==> config.mk <==
export PLATFORM = sky130hd
export DESIGN_NAME = alu_op_sequencer
export DESIGN_NICKNAME = d
export VERILOG_FILES = /design/src/rtl/alu_op_sequencer.sv
export SDC_FILE = /design/constraint.sdc
export NUM_CORES = 1
export LEC_CHECK = 0
export BUFFER_PORTS_ARGS = -buffer_cell sky130_fd_sc_hd__buf_2
export CAP_MARGIN = 30
export CORE_MARGIN = 2
export CORE_UTILIZATION = 35
export DETAILED_ROUTE_END_ITERATION = 10
export GPL_TIMING_DRIVEN = 0
export PLACE_DENSITY = 0.62
export SYNTH_ARGS = -nofsm -noshare
export SYNTH_HDL_FRONTEND = slang
export SYNTH_SLANG_ARGS = --single-unit
==> constraint.sdc <==
create_clock -name clk -period 2.2 [get_ports clk]
set_clock_uncertainty 0.1 [all_clocks]
set_input_delay 0.33 -clock clk [delete_from_list [all_inputs] [get_ports clk]]
set_output_delay 0.33 -clock clk [all_outputs]
set_load 0.01 [all_outputs]
==> src/rtl/alu_op_sequencer.sv <==
// -----------------------------------------------------------------------------
// alu_op_sequencer
//   Multi-cycle controller sitting between the instruction decoder and the
//   8-bit ALU datapath. One operation is accepted per valid/ready handshake and
//   is walked through LOAD (operands steered onto the ALU buses) and EXEC (one
//   ALU op enable asserted). The ALU outputs are captured at the end of EXEC,
//   and the result and N/Z/C/V flags are published in DONE.
//
// Ports
//   clk, nrst                 clock, asynchronous active-low reset
//   req_valid/req_ready       request handshake (ready in IDLE or DONE)
//   req_op/req_a/req_b        opcode and operands, latched on accept
//   flag_c_in, decimal_flag   current C and D flags, latched on accept
//   sb_bus/db_bus/adl_bus     ALU operand buses
//   ldb_*/lda_*               ALU operand selects
//   e_*                       ALU op enables (EXEC only)
//   enable_dec, carry_in      ALU decimal mode and carry in
//   alu_out/alu_carry/alu_ovf ALU results, sampled at the end of EXEC
//   result, flag_n/z/c/v      registered result and flags
//   page_cross                registered carry of the last ADDR op
//   done                      one-cycle pulse, result/flags valid
//   err_illegal               one-cycle pulse, illegal opcode rejected
// -----------------------------------------------------------------------------
module alu_op_sequencer #(
    parameter bit DEC_ENABLE = 1'b1
) (
    input  logic       clk,
    input  logic       nrst,
    input  logic       req_valid,
    output logic       req_ready,
    input  logic [3:0] req_op,
    input  logic [7:0] req_a,
    input  logic [7:0] req_b,
    input  logic       flag_c_in,
    input  logic       decimal_flag,
    output logic [7:0] sb_bus,
    output logic [7:0] db_bus,
    output logic [7:0] adl_bus,
    output logic       ldb_inv_db,
    output logic       ldb_db,
    output logic       ldb_adl,
    output logic       lda_sb,
    output logic       lda_zero,
    output logic       e_sum,
    output logic       e_and,
    output logic       e_eor,
    output logic       e_or,
    output logic       e_shiftr,
    output logic       enable_dec,
    output logic       carry_in,
    input  logic [7:0] alu_out,
    input  logic       alu_carry,
    input  logic       alu_ovf,
    output logic [7:0] result,
    output logic       flag_n,
    output logic       flag_z,
    output logic       flag_c,
    output logic       flag_v,
    output logic       page_cross,
    output logic       done,
    output logic       err_illegal
);

    typedef enum logic [1:0] {IDLE, LOAD, EXEC, DONE} state_t;

    localparam logic [3:0] OP_ADC  = 4'h0;
    localparam logic [3:0] OP_SBC  = 4'h1;
    localparam logic [3:0] OP_AND  = 4'h2;
    localparam logic [3:0] OP_ORA  = 4'h3;
    localparam logic [3:0] OP_EOR  = 4'h4;
    localparam logic [3:0] OP_LSR  = 4'h5;
    localparam logic [3:0] OP_ROR  = 4'h6;
    localparam logic [3:0] OP_ASL  = 4'h7;
    localparam logic [3:0] OP_ROL  = 4'h8;
    localparam logic [3:0] OP_INC  = 4'h9;
    localparam logic [3:0] OP_DEC  = 4'hA;
    localparam logic [3:0] OP_CMP  = 4'hB;
    localparam logic [3:0] OP_ADDR = 4'hC;

    state_t     state, state_next;
    logic [3:0] op_q;
    logic [7:0] a_q, b_q;
    logic       c_q, d_q;
    logic       err_q;
    logic       accept, legal, drive, in_exec, dec_mode;

    assign req_ready   = (state == IDLE) || (state == DONE);
    assign accept      = req_valid && req_ready;
    assign legal       = (req_op <= OP_ADDR);
    assign drive       = (state == LOAD) || (state == EXEC);
    assign in_exec     = (state == EXEC);
    assign done        = (state == DONE);
    assign err_illegal = err_q;

    // Decimal mode only ever applies to ADC/SBC, and only when built in.
    assign dec_mode = DEC_ENABLE && d_q && ((op_q == OP_ADC) || (op_q == OP_SBC));

    always_ff @(posedge clk or negedge nrst) begin
        if (!nrst) state <= IDLE;
        else       state <= state_next;
    end

    always_comb begin
        state_next = state;
        case (state)
            IDLE, DONE: state_next = accept ? (legal ? LOAD : IDLE) : IDLE;
            LOAD:       state_next = EXEC;
            EXEC:       state_next = DONE;
            default:    state_next = IDLE;
        endcase
    end

    // Request latch, illegal-op pulse and result/flag capture.
    always_ff @(posedge clk or negedge nrst) begin
        if (!nrst) begin
            op_q       <= 4'h0;
            a_q        <= 8'h00;
            b_q        <= 8'h00;
            c_q        <= 1'b0;
            d_q        <= 1'b0;
            err_q      <= 1'b0;
            result     <= 8'h00;
            flag_n     <= 1'b0;
            flag_z     <= 1'b0;
            flag_c     <= 1'b0;
            flag_v     <= 1'b0;
            page_cross <= 1'b0;
        end else begin
            err_q <= accept && !legal;
            if (accept) begin
                op_q <= req_op;
                a_q  <= req_a;
                b_q  <= req_b;
                c_q  <= flag_c_in;
                d_q  <= decimal_flag;
            end
            if (state == EXEC) begin
                case (op_q)
                    OP_ADC, OP_SBC: begin
                        result <= alu_out;
                        flag_n <= alu_out[7];
                        flag_z <= (alu_out == 8'h00);
                        flag_c <= alu_carry;
                        flag_v <= alu_ovf;
                    end
                    OP_AND, OP_ORA, OP_EOR, OP_INC, OP_DEC: begin
                        result <= alu_out;
                        flag_n <= alu_out[7];
                        flag_z <= (alu_out == 8'h00);
                    end
                    OP_LSR, OP_ROR, OP_ASL, OP_ROL: begin
                        result <= alu_out;
                        flag_n <= alu_out[7];
                        flag_z <= (alu_out == 8'h00);
                        flag_c <= alu_carry;
                    end
                    OP_CMP: begin
                        // Compare only sets flags; the previous result stays.
                        flag_n <= alu_out[7];
                        flag_z <= (alu_out == 8'h00);
                        flag_c <= alu_carry;
                    end
                    OP_ADDR: begin
                        result     <= alu_out;
                        page_cross <= alu_carry;
                    end
                    default: ;
                endcase
            end
        end
    end

    // ALU steering: buses/selects in LOAD and EXEC, the op enable in EXEC only.
    always_comb begin
        sb_bus     = 8'h00;
        db_bus     = 8'h00;
        adl_bus    = 8'h00;
        ldb_inv_db = 1'b0;
        ldb_db     = 1'b0;
        ldb_adl    = 1'b0;
        lda_sb     = 1'b0;
        lda_zero   = 1'b0;
        e_sum      = 1'b0;
        e_and      = 1'b0;
        e_eor      = 1'b0;
        e_or       = 1'b0;
        e_shiftr   = 1'b0;
        enable_dec = 1'b0;
        carry_in   = 1'b0;
        if (drive) begin
            lda_sb = 1'b1;
            sb_bus = a_q;
            case (op_q)
                OP_ADC: begin
                    db_bus     = b_q;
                    ldb_db     = 1'b1;
                    e_sum      = in_exec;
                    enable_dec = dec_mode;
                    carry_in   = dec_mode ? 1'b0 : c_q;
                end
                OP_SBC: begin
                    // Decimal subtract feeds B uninverted; the ALU does the subtract.
                    db_bus     = b_q;
                    ldb_db     = dec_mode;
                    ldb_inv_db = !dec_mode;
                    e_sum      = in_exec;
                    enable_dec = dec_mode;
                    carry_in   = dec_mode ? 1'b1 : c_q;
                end
                OP_AND: begin db_bus = b_q; ldb_db = 1'b1; e_and = in_exec; end
                OP_ORA: begin db_bus = b_q; ldb_db = 1'b1; e_or  = in_exec; end
                OP_EOR: begin db_bus = b_q; ldb_db = 1'b1; e_eor = in_exec; end
                OP_LSR: begin e_shiftr = in_exec; end
                OP_ROR: begin e_shiftr = in_exec; carry_in = c_q; end
                // Left shifts are A + A through the adder.
                OP_ASL: begin db_bus = a_q; ldb_db = 1'b1; e_sum = in_exec; end
                OP_ROL: begin db_bus = a_q; ldb_db = 1'b1; e_sum = in_exec; carry_in = c_q; end
                OP_INC: begin db_bus = 8'h00; ldb_db = 1'b1; e_sum = in_exec; carry_in = 1'b1; end
                OP_DEC: begin db_bus = 8'hFF; ldb_db = 1'b1; e_sum = in_exec; end
                OP_CMP: begin db_bus = b_q; ldb_inv_db = 1'b1; e_sum = in_exec; carry_in = 1'b1; end
                OP_ADDR: begin adl_bus = b_q; ldb_adl = 1'b1; e_sum = in_exec; end
                default: ;
            endcase
        end
    end

endmodule

## Word level (Yosys, flattened, before mapping)

Index checks and enable logic that the tools add are counted.

- Magnitude comparators: 1
- Equality and inequality tests: 15
- Muxes and demuxes: 31
- Reductions and logical operators: 28

Operator list:

| kind | number |
|---|---|
| 8-bit two-way mux | 4 |
| 8-bit case mux with 3 select lines | 1 |
| 12-bit OR reduction | 2 |
| 1-bit two-way mux | 22 |
| 4-bit == test, second input constant | 5 |
| 4-bit by 3-bit == test with 1-bit output, second input constant | 4 |
| 8-bit OR reduction | 2 |
| 2-bit OR reduction | 6 |
| 2-bit AND reduction | 5 |
| 4-bit by 2-bit == test with 1-bit output, second input constant | 2 |
| 8-bit zero test | 1 |
| 7-bit OR reduction | 1 |
| 2-bit case mux with 3 select lines | 1 |
| 6-bit OR reduction | 1 |
| 2-bit == test, second input constant | 2 |
| 4-bit by 1-bit == test with 1-bit output, second input constant | 1 |
| 4-bit <= comparator, second input constant | 1 |
| 4-bit zero test | 1 |
| 1-bit case mux with 2 select lines | 2 |
| 1-bit case mux with 4 select lines | 1 |
| 1-bit logical AND | 3 |
| 1-bit logical OR | 3 |
| 2-bit by 1-bit == test with 1-bit output, second input constant | 1 |
| 1-bit zero test | 2 |
| 2-bit zero test | 1 |

- Flip-flop bits (word level): 38
- Bits of input ports: 35
- Output and inout bits: 52

## Longest topological paths before layout

Gate-level depths: netlist (run 1).

- Word-level depth: 6
- Gate-level depth with buffers: 7
- Gate-level depth less buffers: 6

## Worst setup path after synthesis (run 1)

No wires, ideal clock.

- Path type: register to output
- From: register state[0]
- To: output port db_bus[0]
- Arrival time: 1.640 ns
- Required time: 1.770 ns
- Setup slack: 0.130 ns
- Stages on the path, launching flop included: 8
- Buffers on the path: 2
- Cell sequence: dfrtp_1 > inv_1 > ha_1 > buf_2 > nor2_1 > and4b_1 > clkbuf_1 > a221o_1

- Cells in the longest elaborated chain, start to end: 3
- Elaborated cells between the ends (all ways): 4

Ends and longest elaborated chain:

| element | RTL line | source |
|---|---|---|
| start, declared | 80 | `state_t state, state_next;` |
| start signal, assigned | 100 | `else state <= state_next;` |
| 2-bit by 1-bit == test with 1-bit output or 2-bit == test (tied branches) | 90 | `assign drive = (state == LOAD) \|\| (state == EXEC);` |
| 1-bit logical OR * | 90 |  |
| 8-bit two-way mux * | 190 | `if (drive) begin` |
| end, declared | 37 | `output logic [7:0] db_bus,` |

Mark *: on every way between the ends. The rest lies on a longest branch, timed or not.

## Worst setup path after layout (run 1)

- From: register state[1]
- To: output port db_bus[2]

The elaborated chain is that of the path after synthesis.

==> summary.txt, run 1 <==
Clocking
  • TritonCTS buffer count: 5
  • Later-pin clock latency in the skew report: 0.27 ns
  • TritonCTS clock tree: yes
  • Clock transition at the registers of the reported paths: 0.07 ns
  • Number of hold buffers added after CTS: 0
  • Maximum root-to-sink buffer count: 2
  • Clock sinks: 38
  • Clock root buffer: sky130_fd_sc_hd__clkbuf_8
  • Deepest level of the CTS H-tree: 2

Timing
  • Worst-Margin Slew: 0.8530 ns
  • Fin. max-slew vios: 0
  • Fin crit share: 100.5%
  • RSZ-0062 raised after global routing: true
  • Final count of hold timing violations: 0
  • Final Critical Period: 2.211 ns
  • Total Neg Setup Slack: -0.03378 ns
  • Number of failing setup endpoints in the final timing report: 5
  • Peak Freq: 452.3 MHz
  • Final worst slack: -0.01084 ns
  • Headroom to the max-slew limit: 43.13%

Flow run
  • Number of max-capacitance violations reported: 0

Setup path
  • Number of cells traversed by the worst register-to-register path: 7
  • Max stage delay cell, worst path: sky130_fd_sc_hd__dfrtp_1
  • Worst Setup Path Type: flop to primary output
  • Nature of the critical path startpoint: flop
  • Crit path buffers/inverters: 2
  • Start point of the critical path: state[1]
  • Dominant delay contributor by cell family on the critical path: flip-flops
  • Slack of the worst reg-to-reg path: 0.13 ns
  • Critical register-to-register path endpoint: op_q[3]
  • Number of gates on the worst path with buffers counted: 6
  • Worst Path Arrival: 1.78 ns
  • Data required, critical path: 1.77 ns
  • Endpoint kind of the worst setup timing path: primary output
  • Destination of the critical timing path: db_bus[2]
  • Cells traversed along the worst timing path: ha_4, buf_12, nor2_4, and4b_4, a221o_1, buf_2
  • Max Fanout on Critical Path: 8
  • RR Startpoint: state[0]
  • Stage delay of the slowest cell on the critical path: 0.40 ns

Placed design
  • Number of instances in the placed design: 335
  • Post-place setup slack: -0.2560 ns
  • Final Wtd Congestion: 0.7853
  • Sum of net half-perimeters after detailed placement: 3.543 mm
  • Placed Instance Area: 0.002509 sq mm
  • Quantity of I/O buffers inserted on ports: 85

Logic synthesis
  • Synth Register Bits: 38
  • Number of distinct library cells after synthesis: 37
  • Synthesized-area fraction occupied by and/or/nand/nor cells: 16.32%
  • Mean instance size in the synthesized netlist: 11.20 sq um
  • Sequential share of the synthesized area: 47.71%
  • Largest cells by area after synthesis: sky130_fd_sc_hd__dfrtp_1, sky130_fd_sc_hd__mux2_2, sky130_fd_sc_hd__a221o_1
  • Synth Area in Adders: 1.255%
  • Cells after Synth: 178
  • Compound-Gate Fraction of Synth Area: 10.55%
  • Synth Cell Area: 0.001993 sq mm
  • Count of warnings emitted by yosys: 0
  • Proportion of netlist area held by the largest area contributor: 47.71%
  • Post-synthesis xor/xnor area fraction: 0.4394%
  • Share of cell area taken by muxes after synthesis: 19.71%
  • Library cell with the largest summed area after synthesis: sky130_fd_sc_hd__dfrtp_1
  • Dominant combinational cell family by area after synthesis: multiplexers
  • Post-synth net total: 215

Routing
  • Highest signal layer in the routed design: met4
  • DRC Markers: 0
  • Router iterations before antenna repair: 4
  • Iteration-0 DRC count of the detailed router: 51
  • Wire length on met1: 2.192 mm
  • Total length of routed met3 wires: 322 um
  • Detailed-route wire length: 4.912 mm
  • Final antenna-violating net count: 0
  • Ratio of routed vias to standard cells: 4.899
  • Via Count: 1695
  • Drt wl/cell: 14.20 um
  • Met2 WL post-DR: 2.351 mm

Final layout
  • Share of final-layout standard cells stronger than drive strength 1: 57.66%
  • Non-filler cells in the finished layout: 346
  • Synth-to-layout area growth: 37.73%
  • Total Nets Final: 312
  • Area of all placed cells without fillers: 0.002745 sq mm
  • Commonest non-fill, non-tap cell in the layout: sky130_fd_sc_hd__buf_2
  • Commonest non-fill, non-tap cells in the layout: sky130_fd_sc_hd__buf_2, sky130_fd_sc_hd__dfrtp_1, sky130_fd_sc_hd__mux2_2
  • Fin util: 49.85%
  • Diode count: 0
  • Total of fill cells in the finished design: 530

GRT
  • Residual overflow from global routing: 0
  • GRT Total Usage: 15.88%
  • Maximum number of pins on one net before global-route repair: 39
  • Vias in the first global route: 1614
  • Number of antenna violations at the first check in global routing: 0
  • Wire length of the first global-routing pass: 7.776 mm

Die
  • Die width: 79.47 um
  • Initial core utilization: 36.20%
  • Vertical die dimension: 79.47 um
  • Boundary pin count: 87
  • Die area: 0.006315 sq mm
  • Core Rows: 27
  • Core box area: 0.005507 sq mm

Run status
  • Violated checks: negative setup slack
  • Result of the run: finished, violations left

Power and ir drop
  • Pwr per Cell Area: 1680 mW/mm^2
  • Static leakage power: 1.351 nW
  • Peak supply drop: 0.6336 mV

Hold path
  • Worst min path class: primary input to asynchronous set/reset pin
-- synthesized netlist by cell type, drive strengths merged --
cell,count
dfrtp,38
mux2,34
nand2,11
nor2,10
nor2b,10
buf,9
a221o,8
and2,8
o21ai,7
clkbuf,5
a21oi,4
nand2b,3
nor4,3
and3,2
ha,2
inv,2
nand3b,2
nor3,2
o21a,2
a21boi,1
a21o,1
a31oi,1
and4b,1
conb,1
mux2i,1
nand3,1
nand4,1
nand4b,1
nor3b,1
nor4bb,1
o211a,1
o22a,1
o41ai,1
or2,1
xnor2,1
-- power breakdown --
part           switching [W]  leakage (nW)  internal, W
registers           0.000217         0.450      0.00105
clock network       0.000217        0.0431     0.000241
logic                0.00144         0.858      0.00145
total                0.00187          1.35      0.00274
-- state kept, by name (all words and copies together) (netlist names), 2 cells and up --
name / flops
result: 8
b_q: 8
state: 2
op_q: 4
a_q: 8
-- cells by family after synthesis --
kind of cell,Yosys count
AND/OR/NAND/NOR,58
flip-flops,38
multiplexers,35
AO/OA/AOI/OAI,27
buffers and inverters,16
adder cells (fa/ha/maj),2
other,1
XOR/XNOR,1
-- worst min-delay path by stage --
stage | startpoint | end
6_report | nrst | result[2]
3_3_place_gp | flag_z | flag_z
4_1_cts | nrst | result[4]
2_1_floorplan | nrst | a_q[0]
5_1_grt | nrst | flag_n
3_5_place_dp | flag_z | flag_z
-- through the flow --
step	power, W	hold slack [ns]
final	0.004611	0.05840
after global routing	0.004980	0.1181
after detailed placement	0.003779	0.3766
after global placement	0.003755	0.3592
after CTS	0.004587	0.07740
after floorplan	0.002947	-0.06559
-- routing by layer --
layer	global-route usage, %	vias up
met5	0	-
met2	27.23	52
li1	-	826
met1	20.06	812
met4	4.138	0
met3	3.733	5
-- repair_timing --
item | CTS | global route
endpoints found under the setup margin | 31 | 28
gates resized for setup | 18 | 12
pin swaps | 6 | 6
setup buffers | 7 | 1
-- final cells by class --
cell class / instances / area, sq um / share of cell area (%)
Buffer: 11 / 77.57 / 2.826
Clock buffer: 6 / 82.58 / 3.008
Inverter: 2 / 7.507 / 0.2735
Multi-Input combinational cell: 124 / 1047 / 38.15
Sequential cell: 38 / 950.9 / 34.64
Tap cell: 72 / 90.09 / 3.282
Timing Repair Buffer: 93 / 489.2 / 17.82
(Power assumes the default switching activity.)
==> run 2: changes to the inputs <==
--- a/config.mk
+++ b/config.mk
@@ -8,10 +8,11 @@
 export BUFFER_PORTS_ARGS = -buffer_cell sky130_fd_sc_hd__buf_2
 export CAP_MARGIN = 30
 export CORE_MARGIN = 2
-export CORE_UTILIZATION = 35
+export CORE_UTILIZATION = 47
 export DETAILED_ROUTE_END_ITERATION = 10
 export GPL_TIMING_DRIVEN = 0
-export PLACE_DENSITY = 0.62
+export PLACE_DENSITY = 0.79
+export REMOVE_ABC_BUFFERS = 1
 export SYNTH_ARGS = -nofsm -noshare
 export SYNTH_HDL_FRONTEND = slang
 export SYNTH_SLANG_ARGS = --single-unit
==> summary.txt, run 2 (synthesis gave the netlist of run 1 again) <==
Timing
  • Total Neg Setup Slack: -0.05646 ns
  • Fin. max-slew vios: 0
  • Final Critical Period: 2.222 ns
  • Worst-Margin Slew: 0.8432 ns
  • RSZ-0062 raised after global routing: true
  • Number of failing setup endpoints in the final timing report: 5
  • Fin crit share: 101.0%
  • Headroom to the max-slew limit: 43.78%
  • Final worst slack: -0.02208 ns
  • Final count of hold timing violations: 0
  • Peak Freq: 450.0 MHz

Clocking
  • Clock sinks: 38
  • TritonCTS buffer count: 5
  • Clock root buffer: sky130_fd_sc_hd__clkbuf_8
  • Deepest level of the CTS H-tree: 2
  • Clock transition at the registers of the reported paths: 0.07 ns
  • Maximum root-to-sink buffer count: 2
  • TritonCTS clock tree: yes
  • Later-pin clock latency in the skew report: 0.28 ns
  • Number of hold buffers added after CTS: 0

Placed design
  • Sum of net half-perimeters after detailed placement: 3.278 mm
  • Quantity of I/O buffers inserted on ports: 85
  • Final Wtd Congestion: 0.7600

Routing
  • DRC Markers: 0
  • Ratio of routed vias to standard cells: 5.500
  • Drt wl/cell: 16.43 um
  • Final antenna-violating net count: 0
  • Iteration-0 DRC count of the detailed router: 115
  • Detailed-route wire length: 5.322 mm
  • Via Count: 1782
  • Router iterations before antenna repair: 4

Die
  • Core Rows: 23
  • Vertical die dimension: 69.12 um
  • Die area: 0.004778 sq mm
  • Initial core utilization: 49.47%
  • Die width: 69.12 um
  • Core box area: 0.004029 sq mm
  • Boundary pin count: 87

Run status
  • Result of the run: finished, violations left
  • Violated checks: negative setup slack

Setup path
  • Worst Setup Path Type: flop to primary output
  • Nature of the critical path startpoint: flop
  • Max Fanout on Critical Path: 8
  • Data required, critical path: 1.77 ns
  • RR Startpoint: op_q[1]
  • Worst Path Arrival: 1.79 ns
  • Start point of the critical path: state[1]
  • Slack of the worst reg-to-reg path: 0.27 ns
  • Endpoint kind of the worst setup timing path: primary output

Final layout
  • Registers with the highest flip-flop counts: a_q: 8 flops, b_q: 8 flops, result: 8 flops
  • Synth-to-layout area growth: 40.24%
  • Fin util: 69.38%
  • Share of final-layout standard cells stronger than drive strength 1: 59.85%
  • Diode count: 0
  • Total Nets Final: 312
  • Total of fill cells in the finished design: 311
  • Commonest non-fill, non-tap cells in the layout: sky130_fd_sc_hd__buf_2, sky130_fd_sc_hd__mux2_2, sky130_fd_sc_hd__dfrtp_1
  • Commonest non-fill, non-tap cell in the layout: sky130_fd_sc_hd__buf_2

GRT
  • Maximum number of pins on one net before global-route repair: 39
  • Wire length of the first global-routing pass: 8.252 mm
  • Met1 Use GR: 27.39%
  • Busiest metal layer after global routing: met2
  • GRT Total Usage: 21.46%
  • Residual overflow from global routing: 0
  • Vias in the first global route: 1737
  • Routing usage on met2: 35.47%
  • GRT met3 Usage: 5.556%
  • Number of antenna violations at the first check in global routing: 0

Power and ir drop
  • Pwr per Cell Area: 1721 mW/mm^2
  • Static leakage power: 1.374 nW
  • Peak supply drop: 1.033 mV

Flow run
  • Number of max-capacitance violations reported: 0

Hold path
  • Worst min path class: primary input to asynchronous set/reset pin
==> run 2: worst max-delay path, stage by stage, from the launching register on <==
cell and delay, ns:
sky130_fd_sc_hd__dfrtp_1 0.42, sky130_fd_sc_hd__ha_4 0.32, sky130_fd_sc_hd__nor2_4 0.04, sky130_fd_sc_hd__and4b_2 0.30, sky130_fd_sc_hd__a221o_1 0.29, sky130_fd_sc_hd__buf_2 0.14
==> run 2: stage by stage <==
stage	power, W	cell area, sq um	worst slack [ns]	hold slack, ns	cells
after floorplan	0.002849	1924	0.08620	-0.06559	164
after global placement	0.003583	2412	-0.3253	0.3587	299
after detailed placement	0.003647	2412	-0.3715	0.3699	299
after CTS	0.004503	2670	-0.02351	0.07613	316
after global routing	0.005147	2795	-0.07557	0.1168	324
final	0.004811	2795	-0.02208	0.05473	324
==> run 2: final timing paths <==
check | end | cells past startpoint
worst max register to register | result[4] | 5
worst min-delay path | result[3] | 1
worst max-delay path | db_bus[2] | 5
min in group clk | a_q[5] | 2
worst min register to register | flag_z | 2
max in group asynchronous | op_q[3] | 1
==> run 2: power breakdown <==
part,switching [W],internal (W),leakage (nW)
clock,0.000215,0.000241,0.0431
combinational,0.00145,0.00153,0.885
sequential,0.000311,0.00107,0.446
==> run 2: timing repair <==
action / CTS / global route
pin swaps: 6 / 1
gates resized for setup: 17 / 12
cloned: 0 / 0
setup endpoints to repair: 48 / 43
setup buffers: 11 / 8
==> run 2: final cells by class <==
type | instances | area (sq um) | share of cell area [%]
flip-flops and latches | 38 | 960.9 | 34.38
repair buffers | 104 | 609.3 | 21.80
clock buffers | 6 | 82.58 | 2.954
inverters | 2 | 7.507 | 0.2686
well taps | 50 | 62.56 | 2.238
multi-input cells | 124 | 1072 | 38.36
==> run 2: metal layers <==
layer | vias to the layer above | wire length, um
met5 | - | 0
met4 | 0 | 68
met3 | 9 | 254
met2 | 68 | 2931
met1 | 881 | 2069
li1 | 824 | -
==> run 3: changes to the inputs <==
--- a/config.mk
+++ b/config.mk
@@ -7,7 +7,6 @@
 export LEC_CHECK = 0
 export BUFFER_PORTS_ARGS = -buffer_cell sky130_fd_sc_hd__buf_2
 export CAP_MARGIN = 30
-export CORE_MARGIN = 2
 export CORE_UTILIZATION = 47
 export DETAILED_ROUTE_END_ITERATION = 10
 export GPL_TIMING_DRIVEN = 0
==> summary.txt, run 3 (synthesis gave the netlist of run 1 again) <==
Setup path
  • Cells traversed along the worst timing path: buf_4, nand4b_1, a21oi_4, a221o_1, buf_2
  • Endpoint kind of the worst setup timing path: primary output
  • Max stage delay cell, worst path: sky130_fd_sc_hd__dfrtp_2
  • RR Startpoint: state[0]
  • Worst Path Arrival: 1.81 ns
  • Number of cells traversed by the worst register-to-register path: 5
  • Stage delay of the slowest cell on the critical path: 0.46 ns
  • Destination of the critical timing path: db_bus[2]
  • Nature of the critical path startpoint: flop
  • Start point of the critical path: op_q[0]
  • Max Fanout on Critical Path: 8
  • Critical register-to-register path endpoint: b_q[2]
  • Data required, critical path: 1.77 ns
  • Worst Setup Path Type: flop to primary output
  • Slack of the worst reg-to-reg path: 0.28 ns

Routing
  • Router iterations before antenna repair: 4
  • Ratio of routed vias to standard cells: 5.331
  • Via Count: 1754
  • Final antenna-violating net count: 0
  • Detailed-route wire length: 5.414 mm
  • DRC Markers: 0
  • Iteration-0 DRC count of the detailed router: 128
  • Drt wl/cell: 16.46 um

Die
  • Die width: 67.12 um
  • Core Rows: 23
  • Boundary pin count: 87
  • Initial core utilization: 49.47%
  • Vertical die dimension: 67.12 um
  • Core box area: 0.004029 sq mm
  • Die area: 0.004505 sq mm

Final layout
  • Commonest non-fill, non-tap cell in the layout: sky130_fd_sc_hd__buf_2
  • Area of all placed cells without fillers: 0.002795 sq mm
  • Share of final-layout standard cells stronger than drive strength 1: 60.22%
  • Non-filler cells in the finished layout: 329
  • Diode count: 0
  • Synth-to-layout area growth: 40.24%
  • Total Nets Final: 316
  • Registers with the highest flip-flop counts: a_q: 8 flops, b_q: 8 flops, result: 8 flops
  • Commonest non-fill, non-tap cells in the layout: sky130_fd_sc_hd__buf_2, sky130_fd_sc_hd__mux2_2, sky130_fd_sc_hd__dfrtp_1

Power and ir drop
  • Pwr per Cell Area: 1720 mW/mm^2
  • Static leakage power: 1.374 nW
  • Peak supply drop: 0.9909 mV

Timing
  • RSZ-0062 raised after global routing: true
  • Final worst slack: -0.04130 ns
  • Number of failing setup endpoints in the final timing report: 9
  • Headroom to the max-slew limit: 45.15%
  • Worst hold slack after final layout: 0.03420 ns
  • Total Neg Setup Slack: -0.2271 ns
  • Fin. max-slew vios: 0
  • Final count of hold timing violations: 0
  • Worst-Margin Slew: 0.8227 ns
  • Fin crit share: 101.9%
  • Final Critical Period: 2.241 ns
  • Peak Freq: 446.2 MHz

Placed design
  • Quantity of I/O buffers inserted on ports: 85
  • Sum of net half-perimeters after detailed placement: 3.170 mm
  • Number of instances in the placed design: 299
  • Final Wtd Congestion: 0.7879
  • Placed Instance Area: 0.002412 sq mm

GRT
  • Wire length of the first global-routing pass: 7.652 mm
  • Vias in the first global route: 1633
  • GRT Total Usage: 22.91%
  • Number of antenna violations at the first check in global routing: 0
  • Residual overflow from global routing: 0
  • Maximum number of pins on one net before global-route repair: 39

Clocking
  • Number of hold buffers added after CTS: 0
  • Deepest level of the CTS H-tree: 2
  • Maximum root-to-sink buffer count: 2
  • Clock transition at the registers of the reported paths: 0.07 ns
  • Later-pin clock latency in the skew report: 0.28 ns
  • TritonCTS buffer count: 5
  • Clock root buffer: sky130_fd_sc_hd__clkbuf_8
  • TritonCTS clock tree: yes
  • Clock sinks: 38

Flow run
  • Number of max-capacitance violations reported: 0

Run status
  • Violated checks: negative setup slack
  • Result of the run: finished, violations left

Hold path
  • Worst min path class: primary input to asynchronous set/reset pin
## run 3: cell types whose count changed in the layout (fill, tap and decap cells not counted), sizes merged
cell / before / now
buf: 104 / 108
clkbuf: 6 / 7
## run 3: per-stage QoR
| stage | power, W | setup slack [ns] | util, % |
|---|---|---|---|
| finish | 0.004806 | -0.04130 | 69.38 |
| global route | 0.005139 | -0.09873 | 69.38 |
| CTS | 0.004464 | -0.02160 | 65.71 |
| detailed placement | 0.003650 | -0.3948 | 59.88 |
| global placement | 0.003574 | -0.3379 | 59.88 |
| floorplan | 0.002849 | 0.08620 | - |
## run 3: critical path, delay by kind of cell (launching register included)
| kind | cells | cell delay (ns) |
|---|---|---|
| AOI/OAI and AO/OA | 2 | 0.56 |
| DFF | 1 | 0.46 |
| buffers and inverters | 2 | 0.30 |
| and+or+nand+nor | 1 | 0.21 |
## run 3: where the power goes
part / leakage, nW / total (W) / switching [W] / internal [W]
clock: 0.0383 / 0.000442 / 0.000223 / 0.000218
combinational: 0.890 / 0.00300 / 0.00146 / 0.00154
sequential: 0.446 / 0.00136 / 0.000303 / 0.00106
## run 3: worst min path at each step
stage	startpoint	slack [ns]	endpoint
6_report	nrst	0.03	b_q[3]
5_1_grt	nrst	0.11	b_q[3]
2_1_floorplan	nrst	-0.07	a_q[0]
3_5_place_dp	nrst	0.38	a_q[3]
3_3_place_gp	flag_z	0.36	flag_z
4_1_cts	nrst	0.08	a_q[3]
## run 3: metal layers
metal  wire length, um  vias up  share of wire, %  GRT usage [%]
li1                  -      829                 -              -
met1              2192      845                40          29.45
met2              2838       62                52          38.25
met3               220       18               4.1          4.110
met4               163        0               3.0          8.245
met5                 0        -                 0              0
## run 3: cell type report
class                           instances  area (sq um)
Fill cell                             319          1234
Tap cell                               50         62.56
Inverter                                2         7.507
Timing Repair Buffer                  108         634.4
Multi-Input combinational cell        124          1059
Clock buffer                            7         76.32
Sequential cell                        38         955.9
## run 3: timing repair
item | CTS | global route
buffers inserted | 10 | 13
gates cloned | 0 | 0
resized for setup | 19 | 17
pin swaps | 6 | 10
endpoints found under the hold margin | 0 | 0
endpoints found under the setup margin | 48 | 20
